--- src/rtl/mult_div_sequencer.sv ---
// mult_div_sequencer: command front-end for the 16/32-bit multiply/divide
// engine. Operand commands are queued in a small FIFO and issued one at a
// time over the engine's level go/done handshake. Each 32-bit result (or an
// error result for divide-by-zero / timeout) is returned on a valid/ready
// result port.
//
// Handshakes:
//   cmd : a command transfers on a rising edge where i_cmd_valid && o_cmd_ready.
//         o_cmd_ready depends only on the registered FIFO count and i_reset.
//   res : a result transfers on a rising edge where o_res_valid && i_res_ready.
//         o_res_data/o_res_op/o_res_err are stable while o_res_valid is high.
//   eng : o_go is a registered level. The engine raises i_done when
//         i_sal_32 is valid. go drops after done is seen, and the next command
//         is not issued until done has returned low. Operands are held stable
//         from the issuing edge until the next pop.
module mult_div_sequencer #(
  parameter int FIFO_DEPTH = 4,
  parameter int TIMEOUT    = 64
) (
  input  logic        i_clk,
  input  logic        i_reset,
  input  logic        i_cmd_valid,
  output logic        o_cmd_ready,
  input  logic        i_cmd_op,
  input  logic [31:0] i_cmd_a,
  input  logic [15:0] i_cmd_b,
  output logic        o_res_valid,
  input  logic        i_res_ready,
  output logic [31:0] o_res_data,
  output logic        o_res_op,
  output logic        o_res_err,
  output logic        o_go,
  output logic        o_div_mult,
  output logic [31:0] o_ent_32,
  output logic [15:0] o_ent_16,
  input  logic        i_done,
  input  logic [31:0] i_sal_32,
  output logic [1:0]  o_state
);

  localparam int AW = (FIFO_DEPTH > 1) ? $clog2(FIFO_DEPTH) : 1;
  localparam int CW = (TIMEOUT > 1) ? $clog2(TIMEOUT) : 1;
  localparam logic [AW:0]   DEPTH_CNT = (AW+1)'(FIFO_DEPTH);
  localparam logic [CW-1:0] TO_LAST   = CW'(TIMEOUT - 1);

  localparam logic [1:0] S_IDLE    = 2'd0;
  localparam logic [1:0] S_ISSUE   = 2'd1;
  localparam logic [1:0] S_RELEASE = 2'd2;
  localparam logic [1:0] S_OUTPUT  = 2'd3;

  // FIFO storage: {op, a[31:0], b[15:0]}
  logic [48:0]   r_mem [FIFO_DEPTH];
  logic [AW-1:0] r_wr_ptr;
  logic [AW-1:0] r_rd_ptr;
  logic [AW:0]   r_count;

  logic [1:0]    r_state;
  logic          r_go;
  logic          r_op;
  logic [31:0]   r_a;
  logic [15:0]   r_b;
  logic [31:0]   r_res_data;
  logic          r_res_err;
  logic [CW-1:0] r_cnt;

  logic          w_full;
  logic          w_empty;
  logic          w_push;
  logic          w_pop;
  logic [48:0]   w_head;
  logic          w_head_op;
  logic [31:0]   w_head_a;
  logic [15:0]   w_head_b;

  assign w_full    = (r_count == DEPTH_CNT);
  assign w_empty   = (r_count == '0);
  assign w_push    = i_cmd_valid && o_cmd_ready;
  assign w_pop     = (r_state == S_IDLE) && !w_empty;
  assign w_head    = r_mem[r_rd_ptr];
  assign w_head_op = w_head[48];
  assign w_head_a  = w_head[47:16];
  assign w_head_b  = w_head[15:0];

  // FIFO data array write; contents are don't-care until pushed
  always_ff @(posedge i_clk) begin
    if (w_push) begin
      r_mem[r_wr_ptr] <= {i_cmd_op, i_cmd_a, i_cmd_b};
    end
  end

  // FIFO pointers and occupancy; pointers wrap naturally (power-of-two depth)
  always_ff @(posedge i_clk) begin
    if (i_reset) begin
      r_wr_ptr <= '0;
      r_rd_ptr <= '0;
      r_count  <= '0;
    end else begin
      if (w_push) r_wr_ptr <= r_wr_ptr + 1'b1;
      if (w_pop)  r_rd_ptr <= r_rd_ptr + 1'b1;
      case ({w_push, w_pop})
        2'b10:   r_count <= r_count + 1'b1;
        2'b01:   r_count <= r_count - 1'b1;
        default: r_count <= r_count;
      endcase
    end
  end

  // Issue FSM: pop, drive engine, capture result or error, present result
  always_ff @(posedge i_clk) begin
    if (i_reset) begin
      r_state    <= S_IDLE;
      r_go       <= 1'b0;
      r_op       <= 1'b0;
      r_a        <= '0;
      r_b        <= '0;
      r_res_data <= '0;
      r_res_err  <= 1'b0;
      r_cnt      <= '0;
    end else begin
      case (r_state)
        S_IDLE: begin
          if (w_pop) begin
            r_op  <= w_head_op;
            r_a   <= w_head_a;
            r_b   <= w_head_b;
            r_cnt <= '0;
            if (!w_head_op && (w_head_b == 16'd0)) begin
              // divide-by-zero never reaches the engine
              r_res_data <= '0;
              r_res_err  <= 1'b1;
              r_state    <= S_OUTPUT;
            end else begin
              r_go    <= 1'b1;
              r_state <= S_ISSUE;
            end
          end
        end
        S_ISSUE: begin
          if (i_done) begin
            // completion wins over a timeout landing on the same edge
            r_res_data <= i_sal_32;
            r_res_err  <= 1'b0;
            r_go       <= 1'b0;
            r_state    <= S_RELEASE;
          end else if (r_cnt == TO_LAST) begin
            r_res_data <= '0;
            r_res_err  <= 1'b1;
            r_go       <= 1'b0;
            r_state    <= S_RELEASE;
          end else begin
            r_cnt <= r_cnt + 1'b1;
          end
        end
        S_RELEASE: begin
          if (!i_done) r_state <= S_OUTPUT;
        end
        S_OUTPUT: begin
          if (i_res_ready) r_state <= S_IDLE;
        end
        default: r_state <= S_IDLE;
      endcase
    end
  end

  assign o_cmd_ready = !w_full && !i_reset;
  assign o_res_valid = (r_state == S_OUTPUT);
  assign o_res_data  = r_res_data;
  assign o_res_op    = r_op;
  assign o_res_err   = r_res_err;
  assign o_go        = r_go;
  assign o_div_mult  = r_op;
  assign o_ent_32    = r_a;
  assign o_ent_16    = r_b;
  assign o_state     = r_state;

endmodule

--- config.mk ---
export PLATFORM = sky130hd
export DESIGN_NAME = mult_div_sequencer
export DESIGN_NICKNAME = d
export VERILOG_FILES = /design/src/rtl/mult_div_sequencer.sv
export SDC_FILE = /design/constraint.sdc
export NUM_CORES = 1
export LEC_CHECK = 0
export BUFFER_PORTS_ARGS = -buffer_cell sky130_fd_sc_hd__clkbuf_2
export CAP_MARGIN = 0
export CORE_MARGIN = 5
export CORE_UTILIZATION = 50
export CTS_BUF_LIST = sky130_fd_sc_hd__clkbuf_16
export CTS_CLUSTER_SIZE = 28
export DETAILED_ROUTE_END_ITERATION = 16
export GPL_ROUTABILITY_DRIVEN = 0
export PLACE_DENSITY_LB_ADDON = 0.08
export SYNTH_ARGS = -nofsm -noshare
export SYNTH_HDL_FRONTEND = slang
export SYNTH_SLANG_ARGS = --single-unit
--- constraint.sdc ---
create_clock -name i_clk -period 4.6 [get_ports i_clk]
set_clock_uncertainty 0.1 [all_clocks]
set_input_delay 0.92 -clock i_clk [delete_from_list [all_inputs] [get_ports i_clk]]
set_output_delay 0.92 -clock i_clk [all_outputs]
set_load 0.005 [all_outputs]
==> reports/metrics.csv, run 1 <==
stage,metric,value,unit
clocking,post_cts_buffers,0,
synthesis,synth_seq_cells,296,
clocking,tritoncts,built,
grt,grt_use_met2,30.7,%
synthesis,synthFlopType,edfxtp_1,
grt,grt_pass1_wl,37.3,mm
die,initial_utilization,50.5,%
setup_path,ff2ff_setup_slack,1400,ps
clocking,holdBufCountCts,0,
synthesis,synth_edf_count,196,
cells_and_area,drive_gt1_share,35.0,%
outcome,outcome,finished clean,
grt,grt_overflow,0,
synthesis,synthArstFlopShare,0,%
setup_path,crit_arrival,3520,ps
clocking,clk_path_buf_depth,3,
sta,fmax,313,MHz
sta,rsz0062_at_grt,no,
die,core,22500,um^2
die,die_w,161,um
power_and_ir_drop,p_leak,0.00489,uW
die,die_h,161,um
setup_path,cp.required,4920,ps
worst_hold_path,hold_path_class,flop to flop,
sta,setup_tns,0,ps
detailed_routing,avgRoutedWirePerCell,19.0,um
clocking,cts-resized-gates,0,
setup_path,crit_end,o_res_data[4],
die,rows,55,
grt,grt_util_met3,4.00,%
synthesis,synthMuxAreaShare,9.81,%
cells_and_area,num_antenna_cells,0,
power_and_ir_drop,intPower,5220,uW
power_and_ir_drop,power.density,550,nW/um^2
cells_and_area,nets,1020,
grt,antenna_found_initial,0,
synthesis,synth_top_family_by_area,multiplexers,
clocking,cts-buffers-inserted,31,
sta,slew_violations,0,
detailed_routing,drt_pre_antenna_iters,4,
place,portBuffers,173,
power_and_ir_drop,pwr-share-clk,31.0,%
power_and_ir_drop,p_sw_share,29.6,%
clocking,cts-root-buf,clkbuf_16,
grt,use_met1,23.7,%
sta,slew_headroom,42.1,%
clocking,clock-sinks,296,
detailed_routing,wirelength,23.3,mm
power_and_ir_drop,combPwrFrac,23.6,%
detailed_routing,vias,6585,
place,place_hpwl,14.8,mm
die,die_area,25900,um^2
clocking,h-tree-depth,1,
grt,grt_max_degree,55,
synthesis,yosys.area_share.xor_xnor,0.693,%
setup_path,r2r_end,o_res_data[4],
sta,post-route-period-util,69.5,%
synthesis,syn_nets,844,
setup_path,cp-end-kind,flop,
power_and_ir_drop,p_switching,2190,uW
detailed_routing,drtAntennaViolNets,0,
cells_and_area,finalInstanceArea,13500,um^2
flow_run,maxCapViolCount,0,
worst_hold_path,whs_path_depth,2,
synthesis,synth_fa_ha_area_share,1.39,%
sta,final.min_clock_period,3200,ps
grt,track_usage,18.0,%
cells_and_area,syn_to_final_growth,18.4,%
grt,grt_pass1_vias,7075,
sta,setup_viol,0,
clocking,clk_latency,560,ps
power_and_ir_drop,ir_drop,0.326,mV
detailed_routing,drc_errors,0,
synthesis,yosysUniqueCellTypes,50,
cells_and_area,final_cell_mix,"edfxtp_1, clkbuf_2, nand2_1",
synthesis,synth-simple-area-share,6.70,%
power_and_ir_drop,p_seq_share,45.4,%
sta,tightest_slew,869,ps
synthesis,synth.avg_cell_area,15.2,um^2
synthesis,synthCells,746,
setup_path,r2r_cells,6,
place,place_area,12500,um^2
setup_path,worst_setup_path_start_kind,flop,
synthesis,yosysWarnings,0,
setup_path,worstSetupPathType,flop to flop,
detailed_routing,routed_via_density,5.35,
grt,busiest_layer,met2,
synthesis,synth_compound_area_share,8.44,%
synthesis,ys_seq_area_share,69.4,%
sta,hold_violations,0,
clocking,path_clk_slew,60,ps
cells_and_area,layout_commonest_cell,edfxtp_1,
setup_path,cp_max_fo,22,
detailed_routing,drt-initial-drc-count,366,
die,pin_count,174,
synthesis,synth_area,11400,um^2
layout make-up:
class / count / area [um^2]
Fill cell: 1772 / 9040
Inverter: 46 / 173
Sequential cell: 296 / 7890
Timing Repair Buffer: 187 / 998
Clock inverter: 26 / 180
Tap cell: 285 / 357
Multi-Input combinational cell: 360 / 3090
Clock buffer: 31 / 776
routing by layer:
| metal | share of wire (%) | wire length (um) | vias to the layer above |
|---|---|---|---|
| met2 | 50 | 11600 | 174 |
| li1 | - | - | 3126 |
| met3 | 5.9 | 1370 | 43 |
| met4 | 2.0 | 475 | 0 |
| met5 | 0 | 0 | - |
| met1 | 42 | 9840 | 3242 |
worst max-delay path, cell delays in order (launching register included):
cell	delay, ps
dfxtp_4	600
mux4_2	610
nor4_4	340
nand4_1	230
o22ai_4	690
buf_4	360
o32ai_2	100
synth_stat cells, types with 2 or more instances:
library cell	count	area share (%)
a2111oi_0	3	0.23
xnor2_1	6	0.46
buf_2	4	0.18
dfxtp_1	100	18
nand2_1	138	4.6
nor2_1	18	0.59
and3_1	5	0.28
buf_1	6	0.20
a31oi_1	3	0.17
a21oi_1	54	2.4
edfxtp_1	196	52
nor3_1	3	0.13
nand3_1	3	0.13
clkbuf_1	25	0.83
nand2b_1	2	0.11
o32ai_1	3	0.23
buf_6	8	0.79
o32ai_2	29	4.1
mux4_2	49	9.7
nand4_1	2	0.11
o21ai_0	5	0.22
ha_1	11	1.2
xor2_1	3	0.23
inv_1	44	1.5
through the flow:
stage	power (uW)	utilization (%)	cells	worst slack [ps]	hold slack [ps]
finish	7410	59.8	1231	1400	353
global route	7850	59.8	1231	1140	374
CTS	7520	59.8	1231	1310	357
detailed placement	5210	55.6	1174	1200	349
global placement	5160	55.6	1174	1300	345
floorplan	4630	-	746	1460	353
power by group through the flow:
stage | Clock (uW) | Sequential, uW | Combinational, uW
floorplan | 0 | 3350 | 1280
global placement | 0 | 3410 | 1740
detailed placement | 0 | 3430 | 1780
CTS | 2360 | 3370 | 1790
global route | 2490 | 3410 | 1950
finish | 2300 | 3360 | 1750
worst min path at each step:
stage	from	to	slack (ps)
3_3_place_gp	o_ent_16[15]	o_ent_16[15]	350
4_1_cts	o_ent_32[19]	o_ent_32[19]	360
3_5_place_dp	o_ent_32[8]	o_ent_32[8]	350
6_report	o_ent_32[18]	o_ent_32[18]	350
2_1_floorplan	o_ent_16[0]	o_ent_16[0]	350
5_1_grt	o_ent_32[26]	o_ent_32[26]	370
cells by family after synthesis:
logic type      Yosys count
compound gates          109
xor+xnor                  9
fa+ha+maj                12
buf+inv                  90
flops                   296
mux                      50
simple gates            180
flip-flops by register name, indices dropped and copies added, names as in the netlist, named ones only:
signal / cells
o_ent_32: 32
r_rd_ptr: 2
o_state: 2
o_ent_16: 16
r_wr_ptr: 2
o_div_mult: 1
r_count: 3
r_mem: 196
o_res_data: 32
o_res_err: 1
o_go: 1
r_cnt: 6
No activity file was read; power rests on OpenSTA's default activity.
==> run 2, diff against run 1 <==
Settings changed: ABC_AREA from default to 1.
Clock period 4.6 ns to 3.2 ns, I/O delays scaled along.
==> run 2 against run 1 <==
Compared with the run above: sequential power grew 46%; critical endpoint is now o_res_data[31]; clock power grew 58%; core utilization is 0.089 points lower; critical path depth is 6 higher; register-to-register slack worse by 1000 ps; via count up 21%; setup slack worse by 1000 ps; largest cell class unchanged; first-iteration DRC count is 67% higher; synthesized cell count up 42%; clock-buffer cell count stayed put.
==> reports/metrics.csv, run 2 <==
stage,metric,value,unit,change
grt,grt_pass1_wl,41.4,mm,was 37.3 mm
setup_path,crit_arrival,3130,ps,was 3520 ps
detailed_routing,avgRoutedWirePerCell,17.0,um,was 19.0 um
synthesis,synthArstFlopShare,0,%,unchanged
setup_path,critical-path-slowest-cell,dfxtp_4,,was o22ai_4
worst_hold_path,hold_path_class,input port to flop,,was flop to flop
place,portBuffers,173,,unchanged
setup_path,r2r_cells,12,,was 6
detailed_routing,routed_via_density,5.12,,was 5.35
worst_hold_path,hold_start,i_cmd_a[5],,was o_ent_32[18]
cells_and_area,final_cell_mix,"edfxtp_1, clkbuf_2, nor2_1",,"was edfxtp_1, clkbuf_2, nand2_1"
grt,grt_max_degree,104,,was 55
sta,slew_headroom,32.6,%,was 42.1%
clocking,post_cts_buffers,0,,unchanged
synthesis,yosysUniqueCellTypes,37,,was 50
cells_and_area,syn_to_final_growth,18.0,%,was 18.4%
setup_path,ff2ff_setup_slack,390,ps,was 1400 ps
sta,rsz0062_at_grt,no,,unchanged
cells_and_area,registers.top_by_ff_count,r_mem,,unchanged
setup_path,worst_setup_path_start_kind,flop,,unchanged
sta,tightest_slew,1010,ps,was 869 ps
die,rows,56,,was 55
clocking,clk_latency,540,ps,was 560 ps
die,die_w,164,um,was 161 um
synthesis,synthFlopType,edfxtp_1,,unchanged
sta,setup_tns,0,ps,unchanged
synthesis,netlist_top_cells_area,"edfxtp_1, dfxtp_1, nor2_1",,"was edfxtp_1, dfxtp_1, mux4_2"
die,die_area,27000,um^2,was 25900 um^2
cells_and_area,drive_gt1_share,28.4,%,was 35.0%
synthesis,synth.avg_cell_area,11.2,um^2,was 15.2 um^2
grt,track_usage,19.2,%,was 18.0%
worst_hold_path,holdPathEnd,r_mem[3][21],,was o_ent_32[18]
clocking,cts-buffers-inserted,30,,was 31
cells_and_area,largest_reg_flops,196,,unchanged
cells_and_area,num_antenna_cells,0,,unchanged
synthesis,ys_top_cells_by_count,"edfxtp_1, nor2_1, nand2_1",,"was edfxtp_1, nand2_1, dfxtp_1"
place,place_hpwl,15.8,mm,was 14.8 mm
setup_path,worstSetupPathType,flop to flop,,unchanged
grt,antenna_found_initial,0,,unchanged
worst_hold_path,whs_path_depth,1,,was 2
grt,grt_pass1_vias,7721,,was 7075
cells_and_area,layout_commonest_cell,edfxtp_1,,unchanged
flow_run,maxCapViolCount,0,,unchanged
power_and_ir_drop,p_leak,0.00528,uW,was 0.00489 uW
sta,fmax,356,MHz,was 313 MHz
clocking,cts-resized-gates,0,,unchanged
synthesis,synth_edf_count,196,,unchanged
detailed_routing,drt-initial-drc-count,610,,was 366
detailed_routing,vias,7995,,was 6585
synthesis,yosysMostFrequentCell,edfxtp_1,,unchanged
synthesis,yosysWarnings,0,,unchanged
sta,final.min_clock_period,2810,ps,was 3200 ps
sta,whs,211,ps,was 353 ps
sta,hold_violations,0,,unchanged
setup_path,cp-end-kind,flop,,unchanged
detailed_routing,wirelength,26.5,mm,was 23.3 mm
clocking,holdBufCountCts,0,,unchanged
clocking,cts-root-buf,clkbuf_16,,unchanged
synthesis,synth_top_area_cell,edfxtp_1,,unchanged
detailed_routing,drt_pre_antenna_iters,5,,was 4
die,core,23500,um^2,was 22500 um^2
setup_path,cp.required,3510,ps,was 4920 ps
synthesis,synthCells,1062,,was 746
synthesis,ys_seq_area_share,66.4,%,was 69.4%
clocking,clk_path_buf_depth,3,,unchanged
die,pin_count,174,,unchanged
clocking,h-tree-depth,1,,unchanged
setup_path,slowest_delay,560,ps,was 690 ps
sta,slew_violations,0,,unchanged
setup_path,path_cells,"buf_4, nand2_1, nand3_1, nand2_1, nand3_1, nor2_2, nand2_4, nand2_8, nand2_4, nand2_1, nand2_1, nor2_1",,"was mux4_2, nor4_4, nand4_1, o22ai_4, buf_4, o32ai_2"
sta,setup_viol,0,,unchanged
outcome,outcome,finished clean,,unchanged
power_and_ir_drop,power.density,837,nW/um^2,was 550 nW/um^2
sta,post-route-period-util,87.9,%,was 69.5%
grt,grt_overflow,0,,unchanged
synthesis,synth_seq_cells,296,,unchanged
setup_path,cp_max_fo,39,,was 22
synthesis,syn_nets,1160,,was 844
die,initial_utilization,50.6,%,was 50.5%
detailed_routing,drc_errors,0,,unchanged
setup_path,crit_path_frequent_cell,nand2_1,,
cells_and_area,nets,1316,,was 1020
cells_and_area,fill_cells,1953,,was 1772
setup_path,r2r_end,o_res_data[31],,was o_res_data[4]
clocking,clock-sinks,296,,unchanged
detailed_routing,drtAntennaViolNets,0,,unchanged
die,die_h,164,um,was 161 um
synthesis,netlist.area_leader.share,49.5,%,was 51.8%
clocking,tritoncts,built,,unchanged
power_and_ir_drop,ir_drop,0.590,mV,was 0.326 mV
clocking,path_clk_slew,60,ps,about the same
synthesis,synth_area,11900,um^2,was 11400 um^2
## run 2: cell types whose count changed after synthesis, moves of 33 or more
cell	before	now
o21ai_0	5	126
nand3_1	3	43
mux4_2	49	0
nor2_1	18	170
nand2_2	0	35
nand3_2	0	33
## run 2: logic make-up after synthesis
family / count (synthesis) / share of synthesized area [%]
AND/OR/NAND/NOR: 427 / 17.0
XOR/XNOR: 1 / 0.0737
buffers and inverters: 99 / 4.28
adder cells (fa/ha/maj): 12 / 1.33
flip-flops: 296 / 66.4
AO/OA/AOI/OAI: 227 / 11.0
## run 2: worst max-delay path by stage
stage | cells past startpoint | end | start
floorplan | 4 | r_mem[0][0] | i_reset
global placement | 11 | o_res_data[1] | flop
detailed placement | 11 | o_res_data[5] | flop
CTS | 12 | o_res_data[31] | flop
global route | 12 | o_res_data[31] | flop
finish | 12 | o_res_data[31] | flop
## run 2: layer usage
| layer | vias up | share of wire [%] | GRT usage [%] |
|---|---|---|---|
| li1 | 4011 | - | - |
| met1 | 3713 | 45 | 26.0 |
| met2 | 235 | 46 | 32.2 |
| met3 | 36 | 7.4 | 3.86 |
| met4 | 0 | 1.7 | 4.54 |
| met5 | - | 0 | 0 |
## run 2: stage by stage
stage | utilization, % | setup WS [ps] | cells | power [uW] | cell area (um^2)
3_3_place_gp | 55.3 | 406 | 1505 | 8190 | 13000
2_1_floorplan | - | -710 | 1062 | 7270 | 11900
3_5_place_dp | 55.3 | 351 | 1505 | 8210 | 13000
5_1_grt | 59.7 | 52.6 | 1561 | 12500 | 14000
4_1_cts | 59.7 | 342 | 1561 | 11900 | 14000
6_report | 59.7 | 387 | 1561 | 11700 | 14000
## run 2: layout make-up
class,count,area [um^2],area share [%]
clock buffers,31,776,5.53
clock inverters,25,267,1.90
inverters,30,115,0.821
multi-input cells,667,3520,25.1
flip-flops and latches,296,7890,56.3
well taps,319,399,2.85
repair buffers,193,1050,7.51
## run 2: report_power, final
group / internal [uW] / switching, uW / total (uW) / leakage, uW
clock: 2230 / 1420 / 3640 / 0.000530
combinational: 994 / 2200 / 3200 / 0.00215
sequential: 4610 / 287 / 4900 / 0.00260
total: 7830 / 3910 / 11700 / 0.00528
## run 2: worst max-delay path: cells and delay by family, from the launching register on
family / cells / cell delay (ps)
simple gates: 11 / 1550
flops: 1 / 560
buf+inv: 1 / 460
==> run 3, diff against run 2 <==
Settings changed: SETUP_SLACK_MARGIN from default to 0.5.
==> run 3 against run 2 <==
Compared with the run above: sequential cell count did not move; sequential power about the same; fmax grew 14%; first-iteration DRC count is 21% lower; power grew 0.78%; critical endpoint is now o_res_data[0]; largest cell class unchanged.
==> reports/metrics.csv, run 3 (synthesized netlist as in run 2, its figures left out) <==
stage,metric,value,unit,change
outcome,outcome,finished clean,,unchanged
place,portBuffers,173,,unchanged
power_and_ir_drop,ir_drop,0.706,mV,was 0.590 mV
place,post-place-cells,1506,,was 1505
setup_path,worstSetupPathType,flop to flop,,unchanged
clocking,clock-sinks,296,,unchanged
sta,post-route-period-util,77.0,%,was 87.9%
detailed_routing,drt-initial-drc-count,482,,was 610
setup_path,cp_max_fo,35,,was 39
sta,fmax,406,MHz,was 356 MHz
clocking,clk_latency,560,ps,was 540 ps
sta,slew_violations,0,,unchanged
setup_path,cp.required,3580,ps,was 3510 ps
sta,rsz0062_at_grt,no,,unchanged
cells_and_area,multi_input_area,3530,um^2,was 3520 um^2
detailed_routing,drc_errors,0,,unchanged
clocking,cts-buffers-inserted,31,,was 30
die,die_area,27000,um^2,unchanged
flow_run,maxCapViolCount,0,,unchanged
grt,grt_overflow,0,,unchanged
cells_and_area,drive_gt1_share,28.4,%,about the same
power_and_ir_drop,p_seq_share,41.7,%,about the same
power_and_ir_drop,p_sw_share,33.5,%,was 33.3%
sta,tightest_slew,747,ps,was 1010 ps
setup_path,ff2ff_setup_slack,740,ps,was 390 ps
worst_hold_path,hold_path_class,input port to flop,,unchanged
power_and_ir_drop,intPower,7870,uW,was 7830 uW
detailed_routing,vias,8101,,was 7995
cells_and_area,final_cells,1565,,was 1561
cells_and_area,seq_area,7890,um^2,unchanged
sta,hold_violations,0,,unchanged
power_and_ir_drop,power.density,841,nW/um^2,was 837 nW/um^2
detailed_routing,wirelength,26.9,mm,was 26.5 mm
sta,fin_ws,737,ps,was 387 ps
power_and_ir_drop,combPwrFrac,27.4,%,was 27.2%
cells_and_area,largest_reg_flops,196,,unchanged
grt,grt_max_degree,104,,unchanged
die,pin_count,174,,unchanged
die,die_h,164,um,unchanged
detailed_routing,drtAntennaViolNets,0,,unchanged
setup_path,cp-end-kind,flop,,unchanged
clocking,h-tree-depth,1,,unchanged
grt,track_usage,19.8,%,was 19.2%
sta,slew_headroom,50.2,%,was 32.6%
sta,setup_tns,0,ps,unchanged
power_and_ir_drop,p_leak,0.00530,uW,was 0.00528 uW
detailed_routing,avgRoutedWirePerCell,17.2,um,was 17.0 um
power_and_ir_drop,pwr-share-clk,31.0,%,about the same
cells_and_area,final_cell_mix,"edfxtp_1, clkbuf_2, nor2_1",,unchanged
cells_and_area,registers.top_by_ff_count,r_mem,,unchanged
grt,grt_pass1_vias,7734,,was 7721
power_and_ir_drop,p_switching,3960,uW,was 3910 uW
place,place_ws,459,ps,was 351 ps
die,core,23500,um^2,unchanged
clocking,cts-root-buf,clkbuf_16,,unchanged
detailed_routing,routed_via_density,5.18,,was 5.12
cells_and_area,layout_commonest_cell,edfxtp_1,,unchanged
setup_path,r2r_cells,11,,was 12
setup_path,crit_arrival,2840,ps,was 3130 ps
cells_and_area,fill_cells,1972,,was 1953
cells_and_area,nets,1319,,was 1316
clocking,path_clk_slew,60,ps,about the same
setup_path,r2r_end,o_res_data[0],,was o_res_data[31]
worst_hold_path,whs_path_depth,1,,unchanged
cells_and_area,num_antenna_cells,0,,unchanged
die,initial_utilization,50.6,%,unchanged
sta,whs,197,ps,was 211 ps
setup_path,crit_end,o_res_data[0],,was o_res_data[31]
clocking,clk_path_buf_depth,3,,unchanged
sta,final.min_clock_period,2460,ps,was 2810 ps
cells_and_area,finalInstanceArea,14100,um^2,was 14000 um^2
grt,grt_pass1_wl,42.2,mm,was 41.4 mm
detailed_routing,drt_pre_antenna_iters,4,,was 5
place,place_area,13000,um^2,about the same
cells_and_area,syn_to_final_growth,18.3,%,was 18.0%
die,rows,56,,unchanged
sta,setup_viol,0,,unchanged
grt,antenna_found_initial,2,,was 0
place,place_hpwl,16.0,mm,was 15.8 mm
die,die_w,164,um,unchanged
setup_path,worst_setup_path_start_kind,flop,,unchanged
clocking,tritoncts,built,,unchanged
-- run 3: worst min-delay path by stage --
| stage | from | endpoint | slack (ps) |
|---|---|---|---|
| after floorplan | r_rd_ptr[1] | flop | 340 |
| after global placement | o_res_data[23] | o_res_data[23] | 360 |
| after detailed placement | o_res_data[29] | o_res_data[29] | 360 |
| after CTS | i_cmd_b[10] | r_mem[0][10] | 180 |
| after global routing | i_cmd_b[8] | r_mem[3][8] | 180 |
| final | i_cmd_b[10] | r_mem[0][10] | 200 |
-- run 3: worst max-delay path, cell delays in order, from the launching register on --
cell and delay [ps]:
dfxtp_4 530, inv_4 230, nand2_1 110, nand3_1 70, nand2_1 140, nand4_1 130
nor2_2 220, nand2_4 110, nand2_8 150, buf_6 270, nand3_1 120, a21oi_1 170
-- run 3: power groups by stage --
stage,sequential (uW),clock (uW),combinational [uW]
after global routing,4990,3940,3650
after floorplan,4930,0,2340
final,4930,3660,3240
after detailed placement,5020,0,3210
after global placement,5020,0,3180
after CTS,4930,3740,3260
-- run 3: timing repair --
item                       in CTS  in global routing
gates resized for setup         1                  3
setup endpoints to repair      32                 45
buffers inserted                1                  0
hold buffers                    0                  0
-- run 3: routing by layer --
metal  routed length (um)  track usage [%]
met5                   25                0
met4                  377             4.23
met3                 1830             4.14
met2                12800             33.4
met1                11900             26.7
-- run 3: layout make-up --
type                            instances  area share (%)
Tap cell                              319            2.84
Clock buffer                           31            5.52
Sequential cell                       296            56.1
Multi-Input combinational cell        667            25.1
Inverter                               30           0.836
Clock inverter                         27            1.98
Timing Repair Buffer                  195            7.62
-- run 3: through the flow --
step / utilization (%) / total power, uW
after floorplan: - / 7270
after global routing: 59.9 / 12600
after detailed placement: 55.3 / 8230
after global placement: 55.3 / 8200
after CTS: 59.8 / 11900
final: 59.9 / 11800
